==> config.mk <==
export PLATFORM = sky130hd
export DESIGN_NAME = eka_control_fsm
export DESIGN_NICKNAME = d
export VERILOG_FILES = /design/src/rtl/eka_control_fsm.sv
export SDC_FILE = /design/constraint.sdc
export NUM_CORES = 1
export LEC_CHECK = 0
export ABC_AREA = 1
export BUFFER_PORTS_ARGS = -buffer_cell sky130_fd_sc_hd__buf_2
export CAP_MARGIN = 0
export CORE_UTILIZATION = 35
export CTS_CLUSTER_SIZE = 8
export DETAILED_ROUTE_END_ITERATION = 7
export PLACE_DENSITY = 0.59
export SYNTH_ARGS = -nofsm -noshare
export SYNTH_HDL_FRONTEND = slang
export SYNTH_SLANG_ARGS = --single-unit
export TNS_END_PERCENT = 10
==> constraint.sdc <==
create_clock -name clk -period 3.9 [get_ports clk]
set_clock_uncertainty 0.2 [all_clocks]
set_input_delay 0.975 -clock clk [delete_from_list [all_inputs] [get_ports clk]]
set_output_delay 0.975 -clock clk [all_outputs]
set_load 0.1 [all_outputs]
==> src/rtl/eka_control_fsm.sv <==
// Multi-cycle sequencer for the Eka core: FETCH -> DECODE -> EXEC -> [MEM] -> WB,
// with halt at instruction boundaries and a sticky FAULT on bus timeout or illegal opcode.
module eka_control_fsm #(
    parameter int unsigned ACK_TIMEOUT = 255,
    parameter int unsigned TMO_W       = 8
) (
    input  logic       clk,
    input  logic       reset_n,
    input  logic       halt_req,
    output logic       imem_req,
    input  logic       imem_ack,
    output logic       ir_load,
    input  logic       dec_write_en,
    input  logic       dec_mem_read_en,
    input  logic       dec_mem_write_en,
    input  logic       dec_branch_inst,
    input  logic       dec_jump_inst,
    input  logic       dec_illegal,
    input  logic       branch_taken,
    output logic       dmem_req,
    output logic       dmem_we,
    input  logic       dmem_ack,
    output logic       rf_write_en,
    output logic [1:0] rf_wdata_sel,
    output logic       pc_write_en,
    output logic       pc_sel,
    output logic       retire,
    output logic       halted,
    output logic       fault
);

    typedef enum logic [2:0] {
        S_IDLE,
        S_FETCH,
        S_DECODE,
        S_EXEC,
        S_MEM,
        S_WB,
        S_FAULT
    } state_t;

    localparam logic [1:0]     SEL_ALU   = 2'b00;
    localparam logic [1:0]     SEL_LOAD  = 2'b01;
    localparam logic [1:0]     SEL_PC4   = 2'b10;
    localparam bit             TMO_EN    = (ACK_TIMEOUT != 0);
    localparam logic [TMO_W:0] TMO_LIMIT = (TMO_W+1)'(ACK_TIMEOUT);

    state_t           state, state_nxt;
    logic [TMO_W-1:0] tmo_cnt;
    logic             tmo_expire;

    // The counter holds completed wait cycles, so this fires on the
    // ACK_TIMEOUT-th request cycle that sees no ack.
    assign tmo_expire = TMO_EN && (({1'b0, tmo_cnt} + (TMO_W+1)'(1)) == TMO_LIMIT);

    always_ff @(posedge clk or negedge reset_n) begin
        if (!reset_n) begin
            state <= S_IDLE;
        end else begin
            state <= state_nxt;
        end
    end

    // Any state change clears the counter, which covers entry into FETCH and MEM.
    always_ff @(posedge clk or negedge reset_n) begin
        if (!reset_n) begin
            tmo_cnt <= '0;
        end else if (state_nxt != state) begin
            tmo_cnt <= '0;
        end else if (state == S_FETCH || state == S_MEM) begin
            tmo_cnt <= tmo_cnt + TMO_W'(1);
        end
    end

    always_comb begin
        state_nxt    = state;
        imem_req     = 1'b0;
        ir_load      = 1'b0;
        dmem_req     = 1'b0;
        dmem_we      = 1'b0;
        rf_write_en  = 1'b0;
        rf_wdata_sel = SEL_ALU;
        pc_write_en  = 1'b0;
        pc_sel       = 1'b0;
        retire       = 1'b0;
        halted       = 1'b0;
        fault        = 1'b0;

        case (state)
            S_IDLE: begin
                halted = 1'b1;
                if (!halt_req) state_nxt = S_FETCH;
            end
            S_FETCH: begin
                imem_req = 1'b1;
                if (imem_ack) begin
                    ir_load   = 1'b1;
                    state_nxt = S_DECODE;
                end else if (tmo_expire) begin
                    state_nxt = S_FAULT;
                end
            end
            S_DECODE: begin
                state_nxt = dec_illegal ? S_FAULT : S_EXEC;
            end
            S_EXEC: begin
                state_nxt = (dec_mem_read_en || dec_mem_write_en) ? S_MEM : S_WB;
            end
            S_MEM: begin
                dmem_req = 1'b1;
                dmem_we  = dec_mem_write_en;
                if (dmem_ack) begin
                    state_nxt = S_WB;
                end else if (tmo_expire) begin
                    state_nxt = S_FAULT;
                end
            end
            S_WB: begin
                rf_write_en  = dec_write_en;
                rf_wdata_sel = dec_jump_inst   ? SEL_PC4  :
                               dec_mem_read_en ? SEL_LOAD : SEL_ALU;
                pc_write_en  = 1'b1;
                pc_sel       = dec_jump_inst | (dec_branch_inst & branch_taken);
                retire       = 1'b1;
                state_nxt    = halt_req ? S_IDLE : S_FETCH;
            end
            S_FAULT: begin
                fault = 1'b1;
            end
            default: begin
                state_nxt = S_FAULT;
            end
        endcase
    end

endmodule

==> results.yml <==
floorplan:
  fp.coreArea_sq_um: 2734
  die-height_um: 55.55
  std_cell_rows: 19
  start_util_pct: 36.70
  pin_count: 24
  die_area_sq_um: 3085
  die_x_um: 55.55
timing:
  final.setup.tns_ps: 0
  finalSetupViolCount: 0
  finalHoldViolCount: 0
  max_freq_mhz: 320.3
  slew_violations: 0
  post-route-period-util_pct: 80.06
  timing.max_slew.rel_slack_pct: 67.40
  rsz0062_at_grt: "no"
  tightest_slew_ps: 492.4
  fin_hold_ws_ps: 351.3
  layout_min_cycle_time_ps: 3122
worst_hold_path:
  hold_class: "reg2reg"
  hp-start: "state[2]"
detailed_routing:
  drt_pass1_iterations: 4
  drc: 0
  post_drt_wl_per_cell_um: 10.35
  drt_iter0_markers: 18
  vias: 938
  drt_wl_total_mm: 2.039
  viasPerCell: 4.761
  route.antenna.remaining_nets: 0
pwr:
  powerDensity_nw_per_um2: 764.9
  ir_drop_mv: 0.5841
  power.total_uw: 903.4
  cellLeakagePower_nw: 0.6340
job:
  cap_violations: 0
outcome:
  status: "finished, final reports clean"
setup_path:
  r2r_setup_slack_ps: 1850
  slowest_stage: "dfrtp_1"
  cp_max_fo: 9
  crit_start: "state[0]"
  cp.arrival_ps: 1950
  cpPeakStageDelay_ps: 510
  required_ps: 2720
  path_buf_inv: 3
  crit_chain: "inv_1 -> nor3_4 -> inv_1 -> nor3_4 -> buf_2"
  worstSetupStartpointType: "flip-flop"
  worstSetupPathType: "reg2out"
  cp_top_family: "buffers and inverters"
  reg2reg_from: "tmo_cnt[1]"
  crit_path_end_kind: "primary output"
logic_synthesis:
  syn_avg_cell_area_sq_um: 7.017
  synth-seq-cells: 11
  synth_compound_area_share_pct: 9.975
  synthMuxAreaShare_pct: 0
  synth_area_sq_um: 1003
  synth_nets: 157
  synthCells: 143
  ys_seq_area_share_pct: 27.43
  synth_xor_xnor_area_share_pct: 0.8728
  synthAdderAreaFrac_pct: 2.494
  yosysWarnings: 0
  synth_flop_cell: "dfrtp_1"
  synth_top_family_by_area: "simple AND/OR/NAND/NOR gates"
  async_flop_share_pct: 100.0
  synth_edf_count: 0
  ys_types: 25
  yosys.area_share.simple_pct: 47.51
clock_tree:
  clk_pin_slew_ps: 60
  post-cts-setup-buffers: 0
  cts_tree: "done"
  cts_hold_buf: 0
  cts_made_buffers: 3
  htreeDepth: 1
  cts_resized: 0
  cts_root_buf: "clkbuf_4"
  insertion_delay_ps: 260
  clkSinkCount: 11
  cts_buffer_depth: 2
global_route:
  grt_pass1_wl_mm: 3.795
  globalRouteTotalUtil_pct: 15.26
  grt_max_degree: 13
  grt-ovfl-total: 0
  first_global_vias: 855
  antenna_found_initial: 0
placed_design:
  gp_congestion: 0.9007
  place_inst: 193
  place.port_buffers: 23
  dpl.hpwl_mm: 1.730
layout:
  drive_gt1_share_pct: 34.94
  synthToLayoutAreaGrowth_pct: 17.71
  regArea_sq_um: 275.3
  final_cells: 197
  fin_nets: 181
  multi_input_area_sq_um: 635.6
  diodes: 0
  fill_cells: 273
==> power by group <==
part | total (mW) | leakage [nW] | internal (mW) | switching, mW
Combinational | 0.623 | 0.478 | 0.158 | 0.465
Sequential | 0.207 | 0.141 | 0.153 | 0.0545
Clock | 0.0733 | 0.0150 | 0.0395 | 0.0338
Total | 0.903 | 0.634 | 0.350 | 0.554
==> metal layers <==
metal  track usage, %  share of wire (%)
met5                0                  0
met1            21.63                 50
met2            23.58                 46
met3            1.874                3.3
met4            6.071               0.83
==> sequential cells by signal, summed over array words and instances, names as in the netlist <==
signal	count
state	3
tmo_cnt	8
==> worst min-delay path, cell delays in order (launching register included) <==
cell     delay (ps)
dfrtp_1         360
o21ai_0          90
nand2_1          70
==> layout make-up <==
cell class / instances / area share, %
Sequential cell: 11 / 23.31
Tap cell: 31 / 3.284
Clock buffer: 4 / 2.225
Inverter: 24 / 7.627
Multi-Input combinational cell: 104 / 53.81
Timing Repair Buffer: 23 / 9.746
==> cells in the mapped netlist, types with 3 or more instances <==
master   count  area (sq um)
buf_4        3         22.52
a21oi_1      3         15.01
nor2_1      13         48.80
inv_1       22         82.58
nand2_2      6         37.54
nand2_1     32         120.1
nor3_2       9         90.09
o21ai_0     10         50.05
dfrtp_1     11         275.3
nand3_1     11         55.05
nand2_4      3         33.78
nor3_1       3         15.01
==> logic make-up after synthesis <==
family / after synthesis
simple gates: 85
buf+inv: 28
compound gates: 16
flops: 11
fa+ha+maj: 2
xor+xnor: 1
==> path summary, 6_finish.rpt <==
kind | endpoint | cells past startpoint
max | rf_wdata_sel[0] | 5
min | state[1] | 2
max reg2reg | tmo_cnt[6] | 10
min reg2reg | state[1] | 2
max in group asynchronous | state[1] | 1
min in group asynchronous | tmo_cnt[4] | 1
==> placed cells by master, fill, tap and decap left out, types with 4 or more instances in the layout <==
cell type   n
nand3_1    11
nand2_2     6
inv_1      22
nand2_1    32
buf_2      23
nor2_1     10
nor3_2      8
o21ai_0    10
dfrtp_1    11
nor2_2      4
==> per-stage QoR <==
step	util (%)	cell area [sq um]	setup WS (ps)
5_1_grt	43.20	1181	596.4
3_5_place_dp	42.24	1155	930.4
3_3_place_gp	42.24	1155	964.8
4_1_cts	43.20	1181	735.9
2_1_floorplan	-	1028	117.3
6_report	43.20	1181	777.8
Note: power is estimated with default switching activity, not from simulation.
